`src/rtl/sb_pattern_detect.sv`:
```
// Receive-side SBINIT clock-pattern detector: counts consecutive matching deserialized
// sideband words, pulses samp_done on lock or time_out when the detection window expires.
module sb_pattern_detect #(
    parameter logic [63:0] PATTERN     = 64'hAAAA_AAAA_AAAA_AAAA,
    parameter int          REQ_MATCHES = 4,
    parameter int          CLKS_PER_MS = 100,
    parameter int          TIMEOUT_MS  = 8
) (
    input  logic        i_clk,
    input  logic        i_rst_n,
    input  logic        i_start_detect_req,
    input  logic [63:0] i_deser_data,
    input  logic        i_deser_valid,
    output logic        o_rx_sb_pattern_samp_done,
    output logic        o_pattern_time_out,
    output logic        o_busy,
    output logic [3:0]  o_match_cnt
);

    localparam int MS_W = (CLKS_PER_MS > 1) ? $clog2(CLKS_PER_MS) : 1;
    localparam int EL_W = $clog2(TIMEOUT_MS) + 1;

    localparam logic [3:0]      REQ_FULL = 4'(REQ_MATCHES);
    localparam logic [3:0]      REQ_M1   = 4'(REQ_MATCHES - 1);
    localparam logic [MS_W-1:0] MS_LAST  = MS_W'(CLKS_PER_MS - 1);
    localparam logic [EL_W-1:0] EL_LAST  = EL_W'(TIMEOUT_MS - 1);

    typedef enum logic [1:0] {
        IDLE   = 2'd0,
        DETECT = 2'd1,
        HOLD   = 2'd2
    } state_t;

    state_t          state,      state_nx;
    logic [3:0]      match_cnt,  match_cnt_nx;
    logic [MS_W-1:0] ms_cnt,     ms_cnt_nx;
    logic [EL_W-1:0] ms_elapsed, ms_elapsed_nx;
    logic            samp_done,  samp_done_nx;
    logic            time_out,   time_out_nx;

    logic word_match;
    logic lock_hit;
    logic window_end;

    // Match count never runs past the lock threshold.
    function automatic logic [3:0] sat_inc(input logic [3:0] cnt);
        sat_inc = (cnt >= REQ_FULL) ? REQ_FULL : cnt + 4'd1;
    endfunction

    // Inverted pattern is accepted to tolerate a one-UI phase offset.
    assign word_match = i_deser_valid &&
                        ((i_deser_data == PATTERN) || (i_deser_data == ~PATTERN));
    assign lock_hit   = word_match && (match_cnt == REQ_M1);
    assign window_end = (ms_cnt == MS_LAST) && (ms_elapsed == EL_LAST);

    always_ff @(posedge i_clk or negedge i_rst_n) begin
        if (!i_rst_n) begin
            state      <= IDLE;
            match_cnt  <= '0;
            ms_cnt     <= '0;
            ms_elapsed <= '0;
            samp_done  <= 1'b0;
            time_out   <= 1'b0;
        end else begin
            state      <= state_nx;
            match_cnt  <= match_cnt_nx;
            ms_cnt     <= ms_cnt_nx;
            ms_elapsed <= ms_elapsed_nx;
            samp_done  <= samp_done_nx;
            time_out   <= time_out_nx;
        end
    end

    always_comb begin
        state_nx      = state;
        match_cnt_nx  = match_cnt;
        ms_cnt_nx     = ms_cnt;
        ms_elapsed_nx = ms_elapsed;
        samp_done_nx  = 1'b0;
        time_out_nx   = 1'b0;

        case (state)
            IDLE: begin
                match_cnt_nx  = '0;
                ms_cnt_nx     = '0;
                ms_elapsed_nx = '0;
                if (i_start_detect_req) begin
                    state_nx = DETECT;
                end
            end

            DETECT: begin
                if (!i_start_detect_req) begin
                    // Abort outranks both lock and timeout.
                    state_nx      = IDLE;
                    match_cnt_nx  = '0;
                    ms_cnt_nx     = '0;
                    ms_elapsed_nx = '0;
                end else begin
                    if (ms_cnt == MS_LAST) begin
                        ms_cnt_nx     = '0;
                        ms_elapsed_nx = ms_elapsed + EL_W'(1);
                    end else begin
                        ms_cnt_nx = ms_cnt + MS_W'(1);
                    end

                    if (word_match) begin
                        match_cnt_nx = sat_inc(match_cnt);
                    end else if (i_deser_valid) begin
                        match_cnt_nx = '0;
                    end

                    if (lock_hit) begin
                        match_cnt_nx = REQ_FULL;
                        samp_done_nx = 1'b1;
                        state_nx     = HOLD;
                    end else if (window_end) begin
                        time_out_nx = 1'b1;
                        state_nx    = HOLD;
                    end
                end
            end

            HOLD: begin
                if (!i_start_detect_req) begin
                    state_nx      = IDLE;
                    match_cnt_nx  = '0;
                    ms_cnt_nx     = '0;
                    ms_elapsed_nx = '0;
                end
            end

            default: begin
                state_nx      = IDLE;
                match_cnt_nx  = '0;
                ms_cnt_nx     = '0;
                ms_elapsed_nx = '0;
            end
        endcase
    end

    assign o_rx_sb_pattern_samp_done = samp_done;
    assign o_pattern_time_out        = time_out;
    assign o_busy                    = (state == DETECT);
    assign o_match_cnt               = match_cnt;

endmodule
```
`config.mk`:
```
export PLATFORM = sky130hd
export DESIGN_NAME = sb_pattern_detect
export DESIGN_NICKNAME = d
export VERILOG_FILES = /design/src/rtl/sb_pattern_detect.sv
export SDC_FILE = /design/constraint.sdc
export NUM_CORES = 1
export LEC_CHECK = 0
export ABC_CLOCK_PERIOD_IN_PS = 4100
export CORE_ASPECT_RATIO = 1.4
export CORE_MARGIN = 5
export CORE_UTILIZATION = 40
export CTS_BUF_LIST = sky130_fd_sc_hd__clkbuf_8 sky130_fd_sc_hd__clkbuf_16
export CTS_CLUSTER_SIZE = 24
export DETAILED_ROUTE_END_ITERATION = 8
export GPL_TIMING_DRIVEN = 0
export PLACE_DENSITY = 0.8
export SLEW_MARGIN = 20
export SYNTH_ARGS = -nofsm -noshare
export SYNTH_HDL_FRONTEND = slang
export SYNTH_SLANG_ARGS = --single-unit
export TNS_END_PERCENT = 1
```
`constraint.sdc`:
```
create_clock -name i_clk -period 4.1 [get_ports i_clk]
set_input_delay 0.82 -clock i_clk [delete_from_list [all_inputs] [get_ports i_clk]]
set_output_delay 0.82 -clock i_clk [all_outputs]
set_load 0.01 [all_outputs]
```
Word-level counts from Yosys, hierarchy flattened
Cells that the tools add are included.
Storage, ports and cells
  register bits after elaboration: 19
  input bits: 68
  output and inout port bits: 7
  logic and storage cells: 57
Operators by class
  add/subtract/negate cells: 3
  $lt $le $gt $ge: 1
  equality and inequality tests: 12
  mux-type cells: 27
  reduce and logical (&&, ||, !) cells: 8
Operator list (count)
  $eq 64x63->1 const B: 1
  $eq 64x64->1 const B: 1
  $mux 4: 8
  $mux 7: 3
  $pmux 4 s2: 2
  $pmux 7 s2: 1
  $mux 2: 5
  $add 4x1->4 const B: 2
  $add 7x1->7 const B: 1
  $eq 7x7->1 const B: 1
  $mux 1: 7
  $pmux 2 s3: 1
  $ne 5x3->1 const B: 1
  $eq 4x2->1 const B: 1
  $eq 4x3->1 const B: 1
  $ge 4x3->1 const B: 1
  $ne 2x2->1 const B: 2
  $ne 4x2->1 const B: 1
  $reduce_and 2->1: 2
  $logic_and 1x1->1: 3
  $ne 3x2->1 const B: 1
  $reduce_and 3->1: 1
  $eq 2x1->1 const B: 1
  $eq 2x2->1 const B: 1
  other kinds (2): 2

Longest topological paths before layout
Gate-level depths: netlist of the first run.
  depth in word-level cells: 7
  depth in mapped cells: 8
  mapped depth without buffers: 7

Least setup slack after synthesis of the first run
Ideal clock, no wire load.
  path type: input to register
  start: input port i_deser_data[37]
  end: register match_cnt[0], in the netlist o_match_cnt[0]
  library setup time: 0.066 ns
  arrival time: 1.950 ns
  required time: 4.034 ns
  path slack: 2.084 ns
  stages on the path: 6
  buffers on the path: 0
  path through: and4bb_2 -> nand4_1 -> nor4_2 -> o211ai_1 -> nor4_2 -> mux2_1
Between the ends
  cells in the longest elaborated chain, start to end: 7
  elaborated cells between the ends (all ways): 11
  classes of those cells: 3 x eq/ne; 4 x mux; 4 x reduce/logical
Ends and longest elaborated chain
  start: declaration: RTL line 12  | input logic [63:0] i_deser_data,
  $eq 64x64->1 or $eq 64x63->1 (tied branches): RTL line 52  | ((i_deser_data == PATTERN) || (i_deser_data == ~PATTERN));
  $logic_or 1x1->1 (*): RTL line 52
  $logic_and 1x1->1 (*): RTL line 51  | assign word_match = i_deser_valid &&
  $mux 4 or $logic_and 1x1->1 (tied branches): RTL line 107, 53
  $mux 4: RTL line 113  | if (lock_hit) begin
  $mux 4: RTL line 93  | if (!i_start_detect_req) begin
  $pmux 4 s2: RTL line 82  | case (state)
  end signal: assignment: RTL line 66  | match_cnt <= match_cnt_nx;
  end: declaration: RTL line 35  | logic [3:0] match_cnt, match_cnt_nx;
Mark *: on every way between the ends. The rest lies on a longest branch, timed or not.
A chain may end at the register's enable or synchronous reset.

Final worst setup path of the first run
  start: input port i_deser_data[27]
  end: register match_cnt[0], in the netlist o_match_cnt[0]
The elaborated chain is that of the path after synthesis.

==> results of run 1 <==
[flip-flops by register name, indices dropped and copies added, names as in the netlist]
name                       cells
ms_cnt                         7
ms_elapsed                     4
o_match_cnt                    4
o_pattern_time_out             1
o_rx_sb_pattern_samp_done      1
state                          2
[power groups by stage]
stage	registers [mW]	clock network, mW	logic, mW
floorplan	0.194	0	0.0220
global placement	0.194	0	0.0982
detailed placement	0.194	0	0.101
CTS	0.190	0.133	0.101
global route	0.190	0.139	0.108
finish	0.190	0.131	0.101
[worst max-delay path, cell delays in order]
cell                              delay (ns)
sky130_fd_sc_hd__clkdlybuf4s50_1        0.48
sky130_fd_sc_hd__nor4bb_1               0.32
sky130_fd_sc_hd__nand4_1                0.17
sky130_fd_sc_hd__nor4_2                 0.28
sky130_fd_sc_hd__o211ai_1               0.20
sky130_fd_sc_hd__nor4_2                 0.20
sky130_fd_sc_hd__mux2_1                 0.19
[cells in the final DEF (no fill, tap or decap), drive strengths merged, types with 2 or more instances in the layout]
cell / Yosys / layout
and4bb: 16 / 16
o21ai: 11 / 11
o31ai: 2 / 2
a22o: 4 / 4
nor4: 4 / 4
nand4: 10 / 10
a21o: 2 / 2
a31oi: 2 / 2
nand2b: 4 / 4
a21oi: 2 / 2
nor2: 8 / 8
clkdlybuf4s50: 0 / 74
ha: 3 / 3
nand3: 4 / 4
nor4bb: 10 / 10
clkbuf: 2 / 5
nor4b: 3 / 3
and4b: 3 / 3
and2: 3 / 3
nand2: 10 / 10
dfrtp: 19 / 19
[metrics by stage]
stage	total power [mW]	utilization (%)	cell area, um2
finish	0.422	65.8	2200
global route	0.437	65.8	2200
CTS	0.425	65.8	2200
detailed placement	0.294	64.4	2160
global placement	0.292	64.4	2160
floorplan	0.215	-	1370
[cell families (layout without fill, tap and decap cells)]
logic type / count (synthesis) / in the layout / share of synthesized area, %
buf+inv: 3 / 81 / 1.01
mux: 2 / 2 / 1.56
compound gates: 26 / 26 / 12.3
fa+ha+maj: 3 / 3 / 2.75
flops: 19 / 19 / 34.8
simple gates: 81 / 81 / 47.6
[Yosys cell counts]
master                      instances  area share [%]
sky130_fd_sc_hd__a31oi_1            2            0.92
sky130_fd_sc_hd__nand4b_1           1            0.64
sky130_fd_sc_hd__and2_1             3             1.4
sky130_fd_sc_hd__nand2_1           10             2.8
sky130_fd_sc_hd__and4b_1            3             2.2
sky130_fd_sc_hd__dfrtp_1           19              35
sky130_fd_sc_hd__o21ai_0           10             3.7
sky130_fd_sc_hd__a21oi_1            2            0.73
sky130_fd_sc_hd__nor2_1             8             2.2
sky130_fd_sc_hd__nor4_2             4             3.7
sky130_fd_sc_hd__and3_1             1            0.46
sky130_fd_sc_hd__o2111ai_1          1            0.64
sky130_fd_sc_hd__o211ai_1           1            0.55
sky130_fd_sc_hd__clkbuf_1           1            0.27
sky130_fd_sc_hd__nor3b_1            1            0.55
sky130_fd_sc_hd__nor4b_1            2             1.3
sky130_fd_sc_hd__mux2_1             1            0.82
sky130_fd_sc_hd__nor4b_2            1             1.1
sky130_fd_sc_hd__nor4bb_1          10             7.3
sky130_fd_sc_hd__or2b_1             1            0.55
sky130_fd_sc_hd__mux2i_1            1            0.73
sky130_fd_sc_hd__nand2b_1           4             1.8
sky130_fd_sc_hd__nand3_1            4             1.5
sky130_fd_sc_hd__or2_2              1            0.46
sky130_fd_sc_hd__and4bb_1           4             3.7
sky130_fd_sc_hd__clkbuf_2           1            0.37
sky130_fd_sc_hd__buf_2              1            0.37
sky130_fd_sc_hd__o2bb2ai_1          1            0.64
sky130_fd_sc_hd__and4bb_2          12              11
sky130_fd_sc_hd__a21o_1             2             1.1
sky130_fd_sc_hd__ha_1               3             2.8
sky130_fd_sc_hd__nor2b_1            1            0.46
sky130_fd_sc_hd__o21ai_1            1            0.37
sky130_fd_sc_hd__a22o_1             4             2.6
sky130_fd_sc_hd__nand4_1           10             4.6
sky130_fd_sc_hd__o31ai_1            2             1.1
[path summary, 6_finish.rpt]
| kind | start | endpoint | slack (ns) | depth (start not counted) |
|---|---|---|---|---|
| setup reg to reg | ms_cnt[0]$_DFFE_PN0P_ | ms_cnt[6]$_DFFE_PN0P_ | 2.13 | 7 |
| hold reg to reg | state[0]$_DFFE_PN0P_ | state[0]$_DFFE_PN0P_ | 0.49 | 1 |
| max in group asynchronous | i_rst_n | o_match_cnt[2]$_DFFE_PN0P_ | 2.52 | 1 |
| setup / recovery | i_deser_data[27] | o_match_cnt[0]$_DFFE_PN0P_ | 1.64 | 7 |
| min in group asynchronous | i_rst_n | ms_cnt[6]$_DFFE_PN0P_ | 1.04 | 1 |
| hold / removal | state[0]$_DFFE_PN0P_ | state[0]$_DFFE_PN0P_ | 0.49 | 1 |
[routing by layer]
layer | wire [um] | global-route usage, %
met1 | 1600 | 20.4
met2 | 2190 | 33.6
met3 | 448 | 6.99
met4 | 70 | 8.84
met5 | 0 | 0
[final cells by class]
cell class	instances	area, um2	area share, %
Buffer	3	13.8	0.625
Clock buffer	3	41.3	1.88
Clock inverter	1	5.00	0.227
Multi-Input combinational cell	112	876	39.8
Sequential cell	19	475	21.6
Tap cell	40	50.0	2.27
Timing Repair Buffer	74	741	33.6
==> results.tsv, run 1 <==
metric	value	unit
area of the core	3350	um2
Netlist Area Pre-Place	1370	um2
initial detailed-routing violation count	46	
vias in the first global route	1709	
detailed placer's ending HPWL	3740	um
DIE WIDTH	59.4	um
# nets final	284	
Hold Vio Cnt, Final	0	
Ys Warns	0	
Startpoint Class	primary input	
Combinational Power Share	23.9	%
number of library cell types mapped by synthesis	36	
dpl cells	248	
wirelength, routed	4310	um
register area share after synthesis	34.8	%
via count	1471	
clock root buffer	sky130_fd_sc_hd__clkbuf_8	
leakage power	0.890	nW
number of nets in the synthesized netlist	205	
Pre-antenna DRT Iters	4	
worst setup timing slack at the placement stage	1.37	ns
worst slack on hold paths	0.490	ns
clock latency at the later pin of the worst-skew pair	0.26	ns
worst path setup slack after routing	1.64	ns
endpoint arrival time on the critical path	2.66	ns
Required @ worst endpoint	4.29	ns
routed length per placed instance	17.1	um
endpoint kind of the worst setup timing path	register	
initial cell density of the core	40.8	%
die outline height	79.1	um
Final Slew Violations	0	
Tot GR Track Use	19.5	%
setup TNS	0	ns
last weighted congestion value of the routability-driven placer	0.805	
Port-buffer cells	74	
final count of negative-setup-slack endpoints	0	
overflow left after global routing	0	
largest fanout of any net on the critical path	3	
Top-Level Pins	75	
minimum clock period after layout	2.46	ns
antenna violation net count after detailed routing	0	
Final Non-Filler Cells	252	
path category of the worst min-delay check	reg -> reg	
Power per Cell Area	191	nW/um2
share of final-layout standard cells stronger than drive strength 1	11.3	%
clock edge transition at the registers on the reported setup and hold paths	0.06	ns
routed vias/inst	5.84	
worst slew slack as a fraction of its limit	42.6	%
Clock H-tree levels	1	
number of rows in the core area	25	
Flop pwr share	45.1	%
net switching share of the total power	22.1	%
fill cell total of the finished layout	262	
Switching Power	93.0	uW
share of the clock period used by the worst path after layout	60.1	%
global-route wire length before repair	7110	um
clock tree from TritonCTS	built	
die area	4700	um2
maximum number of buffers from clock root to sink	2	
number of flip-flops and latches in the synthesized netlist	19	
result of the run	finished clean	
synthesized area per cell	10.2	um2
number of buffers created by CTS	3	
WS Path Type	in -> reg	
synthesized netlist cell count	134	
Clock Sinks	19	
setup repair after global routing missed its margin	no	
synthesis-to-layout area growth	61.3	%
largest net degree at the start of global routing	20	
Power Internal	329	uW
number of antenna violations at the first check in global routing	0	
max capacitance violation total	0	
diode insertion count for antenna repair	0	
maximum vdd drop	0.144	mV
CTS resizes	0	
Tightest Pin Transition	0.858	ns
Post-CTS Setup Repair Bufs	0	
DRC violations left	0	
clock group share of total power	31.0	%
FMAX	0.406	GHz
hold buffer count at cts	0	
clock skew after layout	0.0104	ns
Power figures use the tool's default switching activity.
==> inputs of run 2 (changes only) <==
- ABC_CLOCK_PERIOD_IN_PS: 4100 -> 2100
- CORE_UTILIZATION: 40 -> 35
- PLACE_DENSITY: 0.8 -> 0.74
- clock period: 4.1 -> 2.1 ns (I/O delays scaled with it)
==> results.tsv, run 2 (synthesis results as in run 1) <==
metric	value	unit	change
result of the run	finished clean		
post-layout util	58.8	%	-7.0 points
diode insertion count for antenna repair	0		unchanged
number of antenna violations at the first check in global routing	0		unchanged
initial cell density of the core	35.4	%	-5.3 points
overflow left after global routing	0		unchanged
minimum clock period after layout	2.04	ns	
maximum number of buffers from clock root to sink	2		unchanged
Post-CTS Setup Repair Bufs	0		unchanged
routed length per placed instance	17.7	um	+3.5%
clock skew after layout	0.00280	ns	-0.00760 ns
Clock Sinks	19		unchanged
number of flip-flops under the largest register name	7		unchanged
largest register by flop count	ms_cnt		
final count of negative-setup-slack endpoints	0		unchanged
die area	5270	um2	+12%
worst slew slack as a fraction of its limit	42.5	%	-0.13 points
endpoint kind of the worst setup timing path	register		
Pre-antenna DRT Iters	4		unchanged
share of the clock period used by the worst path after layout	97.3	%	
Port-buffer cells	74		unchanged
antenna violation net count after detailed routing	0		unchanged
wirelength, routed	4510	um	+4.8%
Tot GR Track Use	16.8	%	-2.7 points
Required @ worst endpoint	2.29	ns	-2.00 ns
maximum vdd drop	0.357	mV	+150%
Tightest Pin Transition	0.860	ns	+0.00195 ns
area of the core	3850	um2	+15%
WS Path Type	in -> reg		
clock latency at the later pin of the worst-skew pair	0.26	ns	about the same
path category of the worst min-delay check	reg -> reg		
Hold Vio Cnt, Final	0		unchanged
clock edge transition at the registers on the reported setup and hold paths	0.07	ns	about the same
Clock H-tree levels	1		unchanged
Top-Level Pins	75		unchanged
DIE WIDTH	62.8	um	+5.7%
worst path setup slack after routing	0.0568	ns	-1.58 ns
clock tree from TritonCTS	built		
number of rows in the core area	27		+8.0%
leading cell type in the layout, fill and taps excluded	sky130_fd_sc_hd__clkdlybuf4s50_1		
max capacitance violation total	0		unchanged
global-route wire length before repair	7330	um	+3.1%
number of buffers created by CTS	3		unchanged
Final Slew Violations	0		unchanged
detailed placer's ending HPWL	3830	um	+2.4%
clock root buffer	sky130_fd_sc_hd__clkbuf_8		
via count	1487		+1.1%
worst setup timing slack at the placement stage	-0.383	ns	-1.76 ns
initial detailed-routing violation count	78		+70%
commonest non-fill, non-tap cells in the layout	sky130_fd_sc_hd__clkdlybuf4s50_1, sky130_fd_sc_hd__dfrtp_1, sky130_fd_sc_hd__and4bb_2		
Power per Cell Area	365	nW/um2	+90%
dpl cells	251		+1.2%
share of final-layout standard cells stronger than drive strength 1	12.7	%	+1.4 points
DRC violations left	0		unchanged
# nets final	284		unchanged
worst setup slack for register-to-register paths	0.17	ns	-1.96 ns
synthesis-to-layout area growth	65.8	%	
die outline height	83.9	um	+6.0%
vias in the first global route	1606		-6.0%
last weighted congestion value of the routability-driven placer	0.838		+4.1%
Startpoint Class	primary input		
fill cell total of the finished layout	335		+28%
Final Non-Filler Cells	255		+1.2%
FMAX	0.489	GHz	
endpoint arrival time on the critical path	2.24	ns	-0.42 ns
largest net degree at the start of global routing	20		unchanged
largest fanout of any net on the critical path	3		unchanged
routed vias/inst	5.83		-0.10%
leakage power	0.941	nW	+5.8%
setup repair after global routing missed its margin	yes		
## run 2: changes by cell type in the layout (fill, tap and decap cells not counted), sizes merged
| cell | change |
|---|---|
| inv | +1 |
| clkinv | -1 |
| dlymetal6s2s | +1 |
| clkdlybuf4s50 | -1 |
## run 2: area by class of cell
cell class              instances  area [um2]  area share, %
clock buffers                   3        41.3           1.82
well taps                      43        53.8           2.38
repair buffers                 74         743           32.8
clock inverters                 1        3.75          0.166
multi-input cells             112         932           41.2
plain buffers                   3        13.8          0.608
flip-flops and latches         19         475           21.0
## run 2: report_power, final
group / internal, mW / switching, mW
combinational: 0.144 / 0.0614
sequential: 0.369 / 0.00299
clock: 0.130 / 0.118
total: 0.643 / 0.183
## run 2: path summary, 6_finish.rpt
path,start,end,cells past startpoint
max,i_deser_data[59],o_match_cnt[0]$_DFFE_PN0P_,7
min,state[0]$_DFFE_PN0P_,state[0]$_DFFE_PN0P_,1
max reg2reg,ms_cnt[0]$_DFFE_PN0P_,ms_cnt[4]$_DFFE_PN0P_,8
min reg2reg,state[0]$_DFFE_PN0P_,state[0]$_DFFE_PN0P_,1
max in group asynchronous,i_rst_n,state[0]$_DFFE_PN0P_,1
min in group asynchronous,i_rst_n,ms_cnt[1]$_DFFE_PN0P_,1
## run 2: worst max-delay path: stages
cell	delay, ns
sky130_fd_sc_hd__clkdlybuf4s50_1	0.48
sky130_fd_sc_hd__nor4bb_1	0.30
sky130_fd_sc_hd__nand4_1	0.21
sky130_fd_sc_hd__nor4_4	0.27
sky130_fd_sc_hd__o211ai_1	0.18
sky130_fd_sc_hd__nor4_2	0.20
sky130_fd_sc_hd__mux2_1	0.17
## run 2: per-stage QoR
stage / total power, mW / area (um2) / hold WS [ns] / TNS, ns
final: 0.825 / 2260 / 0.489 / 0
after global routing: 0.856 / 2260 / 0.518 / -0.177
after CTS: 0.827 / 2230 / 0.488 / 0
after detailed placement: 0.579 / 2160 / 0.468 / -2.14
after global placement: 0.574 / 2160 / 0.465 / -2.58
after floorplan: 0.421 / 1370 / 0.124 / 0
## run 2: layer usage
layer / up-vias / wire length [um] / GRT usage [%]
li1: 702 / - / -
met1: 698 / 1780 / 19.9
met2: 79 / 2140 / 28.0
met3: 8 / 505 / 6.60
met4: 0 / 84 / 4.25
met5: - / 0 / 0
## run 2: timing repair
item | CTS | global route
setup endpoints to repair | 6 | 7
hold buffers | 0 | 0
gates resized for setup | 4 | 5
pin swaps | 2 | 2
